==> config.mk <==
export PLATFORM = sky130hd
export DESIGN_NAME = six_tf
export DESIGN_NICKNAME = d
export VERILOG_FILES = /design/src/rtl/six_tf.sv
export SDC_FILE = /design/constraint.sdc
export NUM_CORES = 1
export LEC_CHECK = 0
export CAP_MARGIN = 20
export CORE_MARGIN = 1.5
export CORE_UTILIZATION = 60
export CTS_CLUSTER_SIZE = 24
export DETAILED_ROUTE_END_ITERATION = 12
export PLACE_DENSITY = 0.94
export SYNTH_ARGS = -nofsm -noshare
export SYNTH_HDL_FRONTEND = slang
export SYNTH_SLANG_ARGS = --single-unit
==> constraint.sdc <==
create_clock -name clk -period 6.25 [get_ports clk]
set_clock_uncertainty 0.15 [all_clocks]
set_input_delay 0.9375 -clock clk [delete_from_list [all_inputs] [get_ports clk]]
set_output_delay 0.9375 -clock clk [all_outputs]
set_load 0.03 [all_outputs]
==> src/rtl/six_tf.sv <==
// six_tf: 3-stage 6-tap (1,-5,20,20,-5,1) half-pel filter, rounded and clipped.
// Optional raw S2 sum output enabled by defining SIX_TF_RAW_OUT_EN.
module six_tf #(
    parameter int DATA_W = 8,
    parameter int SUM_W  = 15
) (
    input  logic              clk,
    input  logic              rst,
    input  logic              in_valid,
    input  logic [DATA_W-1:0] a,
    input  logic [DATA_W-1:0] b,
    input  logic [DATA_W-1:0] c,
    input  logic [DATA_W-1:0] d,
    input  logic [DATA_W-1:0] e,
    input  logic [DATA_W-1:0] f,
    output logic [DATA_W-1:0] half,
    output logic              out_valid
`ifdef SIX_TF_RAW_OUT_EN
    ,
    output logic signed [SUM_W-1:0] raw_sum
`endif
);

    localparam logic signed [SUM_W-1:0] RND  = SUM_W'(16);
    localparam logic signed [SUM_W-1:0] MAXV = SUM_W'((1 << DATA_W) - 1);

    // S1: symmetric taps folded into pair sums
    logic [DATA_W:0] af_d, be_d, cd_d;
    logic [DATA_W:0] af_q, be_q, cd_q;
    logic            v1_q;

    assign af_d = {1'b0, a} + {1'b0, f};
    assign be_d = {1'b0, b} + {1'b0, e};
    assign cd_d = {1'b0, c} + {1'b0, d};

    always_ff @(posedge clk or negedge rst) begin
        if (!rst) begin
            af_q <= '0;
            be_q <= '0;
            cd_q <= '0;
            v1_q <= 1'b0;
        end else begin
            v1_q <= in_valid;
            if (in_valid) begin
                af_q <= af_d;
                be_q <= be_d;
                cd_q <= cd_d;
            end
        end
    end

    // S2: weighted sum with shift-add multiplies
    logic signed [SUM_W-1:0] af_x, be_x, cd_x;
    logic signed [SUM_W-1:0] be5, cd20;
    logic signed [SUM_W-1:0] sum_d, sum_q;
    logic                    v2_q;

    assign af_x  = SUM_W'(af_q);
    assign be_x  = SUM_W'(be_q);
    assign cd_x  = SUM_W'(cd_q);
    assign be5   = (be_x <<< 2) + be_x;
    assign cd20  = (cd_x <<< 4) + (cd_x <<< 2);
    assign sum_d = af_x - be5 + cd20;

    always_ff @(posedge clk or negedge rst) begin
        if (!rst) begin
            sum_q <= '0;
            v2_q  <= 1'b0;
        end else begin
            v2_q <= v1_q;
            if (v1_q) begin
                sum_q <= sum_d;
            end
        end
    end

    // S3: round half up, arithmetic shift, clip to pixel range
    logic signed [SUM_W-1:0] rnd, shr;
    logic [DATA_W-1:0]       clip_d;
    logic [DATA_W-1:0]       half_q;
    logic                    ov_q;

    assign rnd = sum_q + RND;
    assign shr = rnd >>> 5;

    always_comb begin
        clip_d = shr[DATA_W-1:0];
        if (shr < 0) begin
            clip_d = '0;
        end else if (shr > MAXV) begin
            clip_d = '1;
        end
    end

    always_ff @(posedge clk or negedge rst) begin
        if (!rst) begin
            half_q <= '0;
            ov_q   <= 1'b0;
        end else begin
            ov_q <= v2_q;
            if (v2_q) begin
                half_q <= clip_d;
            end
        end
    end

    assign half      = half_q;
    assign out_valid = ov_q;

`ifdef SIX_TF_RAW_OUT_EN
    logic signed [SUM_W-1:0] raw_q;

    always_ff @(posedge clk or negedge rst) begin
        if (!rst) begin
            raw_q <= '0;
        end else if (v2_q) begin
            raw_q <= sum_q;
        end
    end

    assign raw_sum = raw_q;
`else
`endif

endmodule

### After elaboration in Yosys (flattened, before gate mapping)

Index checks and enable logic that the tools add are counted.

| operators by class | value |
|---|---|
| $lt $le $gt $ge | 2 |
| add/subtract/negate cells | 8 |
| mux-type cells | 2 |

Operators with widths:

| cell | count |
|---|---|
| adder 8 x 8 -> 9 bit | 3 |
| two-way mux 8 bit | 2 |
| adder 13 x 15 -> 15 bit | 1 |
| adder 15 x 6 -> 15 bit, second input constant | 1 |
| adder 13 x 11 -> 14 bit | 1 |
| subtractor 9 x 12 -> 13 bit | 1 |
| adder 11 x 9 -> 12 bit | 1 |
| greater-than comparator 10 x 9 -> 1 bit, second input constant | 1 |
| less-than comparator 10 x 1 -> 1 bit, second input constant | 1 |

| word-level totals | value |
|---|---|
| logic and storage cells | 20 |
| bits of input ports | 51 |
| register bits after elaboration | 53 |
| output and inout port bits | 9 |

### Logic depth before layout (Yosys ltp)

Gate-level depths: netlist (run 1).

| logic depth | value |
|---|---|
| depth in word-level cells | 4 |
| gate-level depth with buffers | 17 |
| mapped depth without buffers | 17 |

### Least setup slack after synthesis (run 1)

No wires, ideal clock.

| path | value |
|---|---|
| path type | reg-to-reg |
| start | reg cd_q[0] |
| end | reg sum_q[14] |
| cell stages (with the launch flop) | 16 |
| clock period less this slack | 3.650 ns |
| arrival | 3.418 ns |
| setup slack | 2.600 ns |
| required time | 6.018 ns |
| setup time | 0.082 ns |
| path buffers | 0 |
| cells stage by stage | dfrtp_1 -> ha_1 -> fa_1 -> a21o_1 -> a21oi_1 -> o21bai_1 -> a21oi_1 -> nor2_1 -> a311o_1 -> ha_1 -> and4_1 -> and3_1 -> o211ai_1 -> a21boi_0 -> or3_1 -> a31oi_1 |

| between the ends | value |
|---|---|
| word-level cells in the longest chain between the ends | 2 |

Ends and longest elaborated chain:

| what | RTL line | RTL |
|---|---|---|
| from (decl) | 29 | `logic [DATA_W:0] af_q, be_q, cd_q;` |
| from (signal assigned) | 40 | `cd_q <= '0;` |
| from (signal assigned) | 47 | `cd_q <= cd_d;` |
| adder 13 x 11 -> 14 bit | 62 | `assign cd20 = (cd_x <<< 4) + (cd_x <<< 2);` |
| adder 13 x 15 -> 15 bit | 63 | `assign sum_d = af_x - be5 + cd20;` |
| to (signal assigned) | 72 | `sum_q <= sum_d;` |
| to (decl) | 55 | `logic signed [SUM_W-1:0] sum_d, sum_q;` |

No other way between the ends.
A chain may end at the register's enable or synchronous reset.

### Worst setup path after layout (run 1)

| path | value |
|---|---|
| start | reg be_q[6] |
| end | reg sum_q[14] |

| between the ends | value |
|---|---|
| word-level cells in the longest chain between the ends | 3 |

Ends and longest elaborated chain:

| what | RTL line | RTL |
|---|---|---|
| from (decl) | 29 |  |
| from (signal assigned) | 39 | `be_q <= '0;` |
| from (signal assigned) | 46 | `be_q <= be_d;` |
| adder 11 x 9 -> 12 bit | 61 | `assign be5 = (be_x <<< 2) + be_x;` |
| subtractor 9 x 12 -> 13 bit | 63 |  |
| adder 13 x 15 -> 15 bit | 63 |  |

No other way between the ends.

==> run_results.csv, run 1 <==
group,metric,value,unit
status,outcome,"finished clean",
critical_path,r2r-start,"be_q[6]",
global_routing,grt_usage,27.1,%
critical_path,critPathRequiredTime,6.34,ns
die,initial_utilization,62.3,%
cts,clockBufferDepth,2,
critical_path,startpoint_type,"flip-flop",
critical_path,r2r_end,"sum_q[14]",
synthesis,synth_mux_area_share,6.50,%
critical_path,crit_fanout,6,
die,fp-row-count,30,
synthesis,syn_area,0.00424,sq mm
sta,setup_ws,2.11,ns
critical_path,crit_slowest_cell,"fa_1",
die,design.core.area,0.00679,sq mm
finish,multi_input_area,0.00284,sq mm
critical_path,crit_buf_inv,1,
critical_path,r2r_slack,2.11,ns
power_and_ir_drop,pwr-share-clk,7.4,%
detailed_routing,num_vias,3609,
power_and_ir_drop,p_sw,1.29,mW
detailed_routing,wire_per_inst,15.0,um
power_and_ir_drop,seqPwrFrac,19.0,%
synthesis,synth_adder_area_share,21.2,%
critical_path,cp-startpoint,"be_q[6]",
critical_path,endpoint_kind,"flip-flop",
synthesis,synth_compound_area_share,19.1,%
detailed_routing,postRouteAntennaNets,0,
critical_path,cp.depth,16,
job,drv_cap,0,
finish,layout.nets,629,
finish,n_fill_cell,449,
detailed_routing,via_per_inst,5.92,
cts,cts_setup_buffers,0,
sta,slew_headroom,59.4,%
global_routing,grt_pass1_vias,3782,
finish,ff_latch_area,0.00123,sq mm
synthesis,synth_fp_nets,568,
power_and_ir_drop,power-per-cell-area,530,mW/mm^2
place,dp_slack,2.20,ns
sta,setup_violations,0,
cts,cts_root_buffer,"clkbuf_8",
sta,tightestPinTransition,0.600,ns
cts,cts.sinks,49,
synthesis,synth-xor-area-share,7.86,%
power_and_ir_drop,swShare,48.1,%
critical_path,worst_r2r_path_depth,16,
sta,maxSlewViolCount,0,
global_routing,grt_first_pass_wirelength,16.3,mm
global_routing,grt_use_met3,3.51,%
synthesis,synth-edff-count,0,
synthesis,synth_top_family_by_area,"adder cells",
finish,n_antenna_cell,0,
cts,clock_latency,0.32,ns
critical_path,endpoint,"sum_q[14]",
die,pin_count,60,
global_routing,grt_overflow,0,
place,dp_hpwl,7.29,mm
detailed_routing,wl,9.13,mm
synthesis,ys_types,47,
detailed_routing,drc,0,
min_path,hp-class,"reg2reg",
sta,rsz0062_at_grt,"false",
sta,fmax,242,MHz
power_and_ir_drop,combinationalPowerShare,73.6,%
cts,ctsResizeCount,0,
sta,hold_viol_final,0,
detailed_routing,drtIter0Drc,217,
global_routing,grt_max_degree,50,
global_routing,met2_usage,50.6,%
synthesis,async_reset_ff_share,100,%
sta,fin_crit_sh,66.2,%
critical_path,path_class,"reg2reg",
synthesis,avgSynthCellArea,9.37,sq um
power_and_ir_drop,irDropWorstVdd,0.391,mV
place,io_buffers,59,
synthesis,ys_seq_area_share,29.0,%
critical_path,arrival,4.23,ns
cts,cts_tree,"yes",
critical_path,max_stage_delay,0.44,ns
finish,drive_gt1_share,7.00,%
critical_path,cp_top_family,"compound AO/OA/AOI/OAI gates",
global_routing,antenna_found_initial,0,
synthesis,ys.warnings.count,0,
synthesis,ys.flop_type,"dfrtp_1",
die,dieArea,0.00757,sq mm
power_and_ir_drop,p_int,1.39,mW
die,fp.dieH,87.0,um
cts,htreeDepth,2,
cts,cts_made_buffers,5,
finish,syn_to_final_growth,19.1,%
power_and_ir_drop,power.leakage,2.30,nW
sta,fin_tns_setup,0,ns
sta,min_period,4.14,ns
cts,hold_buffers,0,
critical_path,path_cells,"inv_1, fa_1, ha_1, a21oi_1, o21ai_0, a21o_1, a21oi_1, o21bai_1, xnor2_1, ha_1, and4_1, and3_1, o211ai_1, a21boi_0, or3_1, a31oi_1",
synthesis,synth_seq_cells,49,
die,die_w,87.0,um
detailed_routing,first_pass_iters,4,
cts,path_clk_slew,0.10,ns
synthesis,synth_cells,452,
place,finalWeightedCongestion,0.899,
synthesis,synth-simple-area-share,12.5,%
global_routing,met1_usage,30.9,%
global_routing,top_usage_layer,"met2",
[cell usage after synthesis, types with 11 or more instances]
cell      count  area (sq um)
nand3b_1     12          90.1
xor2_1       14           123
ha_1         54           676
a21oi_1      40           200
nand2_1      33           124
mux2_2       20           225
a21o_1       14           105
dfrtp_1      49          1230
fa_1         11           220
inv_1        36           135
xnor2_1      24           210
o21ai_0      18          90.1
nor2_1       24          90.1
[worst min path at each step]
stage,startpoint,endpoint,depth (start not counted)
floorplan,v2_q,out_valid,0
global placement,be_q[6],be_q[6],2
detailed placement,be_q[6],be_q[6],2
CTS,be_q[6],be_q[6],2
global route,half[3],half[3],1
finish,half[7],half[7],1
[sequential cells by signal (all words and copies together) (netlist names)]
register	flops
af_q	9
be_q	9
cd_q	9
half	8
out_valid	1
sum_q	11
v1_q	1
v2_q	1
[layout by cell type, fill, tap and decap left out, types with 2 or more instances in the layout]
master / Yosys / layout
a21boi_0: 3 / 3
o41a_1: 3 / 3
dfrtp_1: 49 / 49
xor2_1: 14 / 14
mux2_2: 20 / 20
inv_1: 36 / 36
a211o_1: 5 / 5
a211oi_1: 2 / 2
nand3_1: 9 / 9
o21bai_1: 2 / 2
clkbuf_8: 0 / 5
a21o_1: 14 / 14
xnor2_1: 24 / 24
a21oi_1: 40 / 40
ha_1: 54 / 54
clkinvlp_4: 0 / 2
o21ai_0: 18 / 18
a31oi_1: 7 / 7
nor2b_1: 7 / 7
nand2_1: 33 / 33
mux2i_1: 5 / 5
nor2_1: 24 / 24
fa_1: 11 / 11
or3_1: 2 / 2
nand3b_1: 12 / 12
o31ai_1: 8 / 8
nand2b_1: 2 / 2
clkdlybuf4s50_1: 0 / 58
o21a_1: 9 / 9
and3_1: 5 / 5
nor3_1: 10 / 10
[cell type report]
cell class | count | share of cell area, %
Multi-Input combinational cell | 359 | 56.4
Clock buffer | 5 | 1.36
Inverter | 37 | 2.75
Sequential cell | 49 | 24.3
Tap cell | 96 | 2.38
Clock inverter | 3 | 0.521
Timing Repair Buffer | 61 | 12.3
[worst reg2reg max path: stages, from the launching register on]
cell and delay (ns):
dfrtp_1 0.40, inv_1 0.12, fa_1 0.44, ha_1 0.36
a21oi_1 0.21, o21ai_0 0.17, a21o_1 0.21, a21oi_1 0.24
o21bai_1 0.12, xnor2_1 0.15, ha_1 0.37, and4_1 0.18
and3_1 0.17, o211ai_1 0.12, a21boi_0 0.17, or3_1 0.33
a31oi_1 0.16
[metrics by stage]
step / cells / hold WS (ns) / util, % / cell area [sq um] / total power, mW
finish: 610 / 0.364 / 74.3 / 5040 / 2.68
global route: 610 / 0.381 / 74.3 / 5040 / 2.93
CTS: 609 / 0.364 / 73.8 / 5020 / 2.65
detailed placement: 601 / 0.341 / 72.4 / 4920 / 2.42
global placement: 601 / 0.314 / 72.4 / 4920 / 2.29
floorplan: 452 / 0.202 / - / 4240 / 1.97
[power by group through the flow]
stage	clock [mW]	combinational (mW)	sequential, mW
global placement	0	1.79	0.505
detailed placement	0	1.90	0.513
CTS	0.200	1.94	0.507
floorplan	0	1.44	0.537
finish	0.199	1.97	0.509
global route	0.213	2.19	0.521
[per-layer routing]
| layer | share of wire, % | vias to the layer above | wire length [um] |
|---|---|---|---|
| met1 | 42 | 1741 | 3840 |
| li1 | - | 1754 | - |
| met2 | 52 | 92 | 4760 |
| met3 | 3.4 | 22 | 314 |
| met5 | 0 | - | 0 |
| met4 | 2.3 | 0 | 209 |
[cells by family after synthesis]
group,count (synthesis)
and+or+nand+nor,108
muxes,25
xor gates and xnor gates,38
adders and majority gates,65
DFF,49
buffers and inverters,44
AOI/OAI and AO/OA,123
Power figures use the tool's default switching activity.
==> run 2, diff against run 1 <==
--- a/config.mk
+++ b/config.mk
@@ -7,10 +7,10 @@
 export LEC_CHECK = 0
 export CAP_MARGIN = 20
 export CORE_MARGIN = 1.5
-export CORE_UTILIZATION = 60
+export CORE_UTILIZATION = 56
 export CTS_CLUSTER_SIZE = 24
 export DETAILED_ROUTE_END_ITERATION = 12
-export PLACE_DENSITY = 0.94
+export PLACE_DENSITY = 0.89
 export SYNTH_ARGS = -nofsm -noshare
 export SYNTH_HDL_FRONTEND = slang
 export SYNTH_SLANG_ARGS = --single-unit
==> constraint.sdc (replaced) <==
create_clock -name clk -period 4.2 [get_ports clk]
set_clock_uncertainty 0.15 [all_clocks]
set_input_delay 0.63 -clock clk [delete_from_list [all_inputs] [get_ports clk]]
set_output_delay 0.63 -clock clk [all_outputs]
set_load 0.03 [all_outputs]
==> run 2 against run 1 <==
Sequential power is 48% higher. First-iteration DRC count is 6.9% lower. Register-to-register slack worse by 1.9 ns. Die area is 6.9% higher. Critical path type unchanged. Highest routed layer unchanged. Cell count is 0.49% higher. Setup slack worse by 1.9 ns.
==> run_results.csv, run 2 (same netlist as run 1, synthesis figures left out) <==
group,metric,value,unit
status,outcome,"finished clean",
critical_path,startpoint_type,"flip-flop",
critical_path,crit_fanout,7,
critical_path,arrival,4.04,ns
cts,cts_root_buffer,"clkbuf_8",
power_and_ir_drop,p_int,2.10,mW
finish,most-common-layout-cells,"58 x clkdlybuf4s50_1, 52 x ha_1, 47 x dfrtp_1",
finish,largest_reg_flops,11,
global_routing,grt_max_degree,50,
power_and_ir_drop,pwr-share-clk,7.0,%
sta,setup_violations,0,
die,initial_utilization,58.1,%
power_and_ir_drop,power.leakage,2.29,nW
die,dieArea,0.00809,sq mm
cts,cts_setup_buffers,0,
detailed_routing,drc,0,
global_routing,grt_overflow,0,
global_routing,antenna_found_initial,0,
finish,drive_gt1_share,8.56,%
power_and_ir_drop,p_sw,1.97,mW
die,die_w,90.0,um
power_and_ir_drop,combinationalPowerShare,74.4,%
finish,top_register,"sum_q",
critical_path,endpoint_kind,"flip-flop",
finish,layout.nets,629,
sta,fin_crit_sh,94.1,%
critical_path,path_class,"reg2reg",
sta,hold_viol_final,0,
detailed_routing,postRouteAntennaNets,0,
finish,n_antenna_cell,0,
detailed_routing,wire_per_inst,14.7,um
sta,fin_tns_setup,0,ns
sta,maxSlewViolCount,0,
min_path,hp-class,"in2async",
die,fp.dieH,90.0,um
power_and_ir_drop,power-per-cell-area,802,mW/mm^2
die,design.core.area,0.00729,sq mm
detailed_routing,drtIter0Drc,202,
cts,cts_made_buffers,5,
place,placed_cell_area,0.00493,sq mm
cts,cts.sinks,49,
sta,rsz0062_at_grt,"false",
cts,path_clk_slew,0.10,ns
power_and_ir_drop,swShare,48.3,%
cts,cts_tree,"yes",
sta,min_period,3.95,ns
finish,syn_to_final_growth,19.8,%
sta,fmax,253,MHz
finish,design_area,0.00507,sq mm
sta,tightestPinTransition,0.611,ns
global_routing,grt_first_pass_wirelength,16.1,mm
detailed_routing,wl,9.01,mm
die,fp-row-count,31,
die,pin_count,60,
place,dp_hpwl,7.09,mm
place,io_buffers,59,
power_and_ir_drop,seqPwrFrac,18.5,%
critical_path,critPathRequiredTime,4.29,ns
power_and_ir_drop,irDropWorstVdd,0.450,mV
job,drv_cap,0,
detailed_routing,num_vias,3535,
cts,htreeDepth,2,
sta,slew_headroom,59.0,%
finish,layout.cells.most_common,"clkdlybuf4s50_1",
global_routing,grt_usage,24.3,%
cts,clockBufferDepth,2,
global_routing,grt_pass1_vias,3666,
detailed_routing,via_per_inst,5.77,
cts,clock_latency,0.31,ns
sta,holdWs,0.143,ns
power_and_ir_drop,total_power,4.07,mW
detailed_routing,first_pass_iters,4,
place,finalWeightedCongestion,0.871,
==> run 2: cell types whose count changed in the layout (fill, tap and decap cells not counted), moves of 2 or more <==
cell and change:
a21oi_1 -3, a21oi_2 +3, dfrtp_1 -2, dfrtp_2 +2, ha_1 -2
==> run 2: repair_timing <==
| action | in CTS | in global routing |
|---|---|---|
| hold buffers | 0 | 0 |
| setup endpoints to repair | 0 | 1 |
| resized for setup | 0 | 9 |
==> run 2: final timing paths <==
kind	startpoint	end	slack (ns)	cells past startpoint
max in group asynchronous	rst	sum_q[12]	3.24	2
min	rst	af_q[0]	0.14	1
min reg2reg	be_q[6]	be_q[6]	0.36	2
max reg2reg	cd_q[0]	sum_q[14]	0.25	15
min in group clk	be_q[6]	be_q[6]	0.36	2
max	cd_q[0]	sum_q[14]	0.25	15
==> run 2: layout make-up <==
| class | count | area (sq um) |
|---|---|---|
| repair buffers | 61 | 613 |
| fillers | 571 | 2220 |
| well taps | 99 | 124 |
| flip-flops and latches | 49 | 1230 |
| inverters | 37 | 139 |
| clock inverters | 3 | 21.3 |
| clock buffers | 5 | 68.8 |
| multi-input cells | 359 | 2880 |
==> run 2: worst max-delay path, cell delays in order (launching register included) <==
cell      delay (ns)
dfrtp_2         0.45
ha_1            0.23
fa_1            0.40
a21o_1          0.21
a21oi_2         0.18
o21bai_1        0.10
a21oi_2         0.21
nor2_1          0.08
a311o_1         0.33
ha_1            0.36
a21oi_1         0.23
o21ai_0         0.16
a21oi_1         0.18
a21boi_0        0.15
or3_1           0.32
a31oi_1         0.15
==> run 2: power groups by stage <==
| stage | clock (mW) | sequential (mW) | combinational [mW] |
|---|---|---|---|
| floorplan | 0 | 0.799 | 2.14 |
| global placement | 0 | 0.753 | 2.67 |
| global route | 0.316 | 0.776 | 3.34 |
| finish | 0.287 | 0.754 | 3.03 |
| detailed placement | 0 | 0.762 | 2.84 |
| CTS | 0.289 | 0.754 | 2.91 |
==> run 2: metal layers <==
metal	up-vias	share of wire (%)	GRT usage [%]
met3	28	3.0	4.91
met2	83	50	43.1
met4	0	2.6	8.33
met1	1685	44	29.5
li1	1739	-	-
met5	-	0	0
==> run 2: through the flow <==
step	setup slack (ns)	utilization (%)	instances
after floorplan	0.550	-	452
after CTS	0.136	68.8	612
after detailed placement	0.208	67.6	604
final	0.248	69.6	613
after global placement	0.395	67.6	604
after global routing	0.0256	69.6	613
==> run 3, diff against run 2 <==
--- a/config.mk
+++ b/config.mk
@@ -5,7 +5,7 @@
 export SDC_FILE = /design/constraint.sdc
 export NUM_CORES = 1
 export LEC_CHECK = 0
-export CAP_MARGIN = 20
+export CAP_MARGIN = 10
 export CORE_MARGIN = 1.5
 export CORE_UTILIZATION = 56
 export CTS_CLUSTER_SIZE = 24
==> run 3 against run 2 <==
Maximum frequency is 0.29% higher. Non-clock buffer count is 1 lower. Largest cell class unchanged. Critical path type unchanged. Die area stayed put. Critical path depth is 1 higher. Worst hold slack better by 0.22 ns. Highest routed layer unchanged.
==> run_results.csv, run 3 (same netlist as run 1, synthesis figures left out) <==
group,metric,value,unit
status,outcome,"finished clean",
place,finalWeightedCongestion,0.871,
place,io_buffers,59,
detailed_routing,wire_per_inst,14.7,um
sta,fin_crit_sh,93.8,%
global_routing,grt_first_pass_wirelength,16.1,mm
cts,cts_root_buffer,"clkbuf_8",
critical_path,critPathRequiredTime,4.29,ns
critical_path,arrival,4.03,ns
min_path,hp-class,"reg2reg",
sta,maxSlewViolCount,0,
detailed_routing,postRouteAntennaNets,0,
die,design.core.area,0.00729,sq mm
cts,clock_latency,0.31,ns
finish,layout.nets,628,
die,pin_count,60,
finish,ff_latch_area,0.00123,sq mm
cts,cts.sinks,49,
detailed_routing,via_per_inst,5.79,
finish,most-common-layout-cells,"58 x clkdlybuf4s50_1, 52 x ha_1, 47 x dfrtp_1",
global_routing,grt_pass1_vias,3666,
finish,n_antenna_cell,0,
detailed_routing,drtIter0Drc,218,
cts,path_clk_slew,0.10,ns
global_routing,grt_max_degree,50,
die,initial_utilization,58.1,%
die,die_w,90.0,um
die,fp-row-count,31,
die,fp.dieH,90.0,um
global_routing,antenna_found_initial,0,
finish,top_register,"sum_q",
die,dieArea,0.00809,sq mm
sta,rsz0062_at_grt,"false",
critical_path,endpoint_kind,"flip-flop",
sta,setup_violations,0,
sta,fin_tns_setup,0,ns
global_routing,grt_overflow,0,
sta,fmax,254,MHz
critical_path,r2r_slack,0.26,ns
place,dp_hpwl,7.09,mm
job,drv_cap,0,
finish,syn_to_final_growth,19.3,%
finish,multi_input_area,0.00288,sq mm
cts,cts_tree,"yes",
critical_path,path_class,"reg2reg",
power_and_ir_drop,power.leakage,2.28,nW
detailed_routing,drc,0,
critical_path,max_stage_delay,0.49,ns
finish,drive_gt1_share,8.38,%
critical_path,startpoint_type,"flip-flop",
critical_path,cp_top_family,"compound AO/OA/AOI/OAI gates",
sta,min_period,3.94,ns
finish,n_fill_cell,572,
critical_path,crit_slowest_cell,"fa_1",
power_and_ir_drop,power-per-cell-area,805,mW/mm^2
critical_path,crit_fanout,6,
sta,tightestPinTransition,1.07,ns
finish,fin_util,69.3,%
detailed_routing,num_vias,3543,
finish,largest_reg_flops,11,
power_and_ir_drop,irDropWorstVdd,0.453,mV
sta,slew_headroom,28.9,%
sta,hold_viol_final,0,
critical_path,crit_buf_inv,1,
finish,layout.cells.most_common,"clkdlybuf4s50_1",
cts,htreeDepth,2,
cts,clockBufferDepth,2,
detailed_routing,first_pass_iters,4,
critical_path,path_cells,"inv_1, fa_1, ha_4, nand3_1, o211ai_4, nand2_1, nand2_1, a21oi_1, xnor2_1, ha_2, a21o_1, a31o_2, a21oi_1, a21boi_0, or3_1, a31oi_1",
detailed_routing,wl,8.99,mm
global_routing,grt_usage,24.3,%
cts,cts_made_buffers,5,
-- run 3: cell types whose count changed in the layout (fill, tap and decap cells not counted), sizes merged --
cell	delta
buf	-1
-- run 3: worst paths after layout --
kind / from / depth (start not counted) / to
min reg2reg: be_q[6] / 2 / be_q[6]
min in group asynchronous: rst / 1 / af_q[0]
max in group asynchronous: rst / 1 / be_q[8]
max reg2reg: be_q[2] / 16 / sum_q[14]
max: be_q[2] / 16 / sum_q[14]
min: be_q[6] / 2 / be_q[6]
-- run 3: per-stage QoR --
| stage | worst slack [ns] | power (mW) | std cells | area, sq um | hold slack [ns] |
|---|---|---|---|---|---|
| 4_1_cts | 0.136 | 3.95 | 612 | 5020 | 0.366 |
| 3_5_place_dp | 0.208 | 3.60 | 604 | 4930 | 0.345 |
| 3_3_place_gp | 0.395 | 3.42 | 604 | 4930 | 0.313 |
| 2_1_floorplan | 0.550 | 2.94 | 452 | 4240 | 0.184 |
| 6_report | 0.259 | 4.07 | 612 | 5050 | 0.362 |
| 5_1_grt | 0.0256 | 4.43 | 612 | 5050 | 0.390 |
-- run 3: final cells by class --
cell class	count	share of cell area, %
inverter	37	2.75
clock inverter	3	0.421
timing repair buffer	60	11.7
clock buffer	5	1.36
multi-input combinational	359	57.0
tap	99	2.45
sequential	49	24.3
-- run 3: where the power goes --
group | switching, mW | leakage (nW) | internal [mW] | total [mW]
combinational | 1.67 | 1.65 | 1.35 | 3.03
sequential | 0.126 | 0.585 | 0.629 | 0.754
clock | 0.167 | 0.0445 | 0.118 | 0.285
-- run 3: what timing repair did --
action,in CTS,in global routing
setup buffers,0,0
hold buffers,0,0
resized for setup,0,9
endpoints found under the setup margin,0,1
-- run 3: metal layers --
metal	share of wire (%)	global-route usage [%]	up-vias
li1	-	-	1737
met1	44	29.5	1685
met2	50	43.1	96
met3	3.6	4.91	25
met4	2.4	8.33	0
met5	0	0	-
-- run 3: tightest hold or removal path: cells and delay by family, from the launching register on --
kind	cells	cell delay, ns
DFF	1	0.36
and+or+nand+nor	1	0.05
AOI/OAI and AO/OA	1	0.06
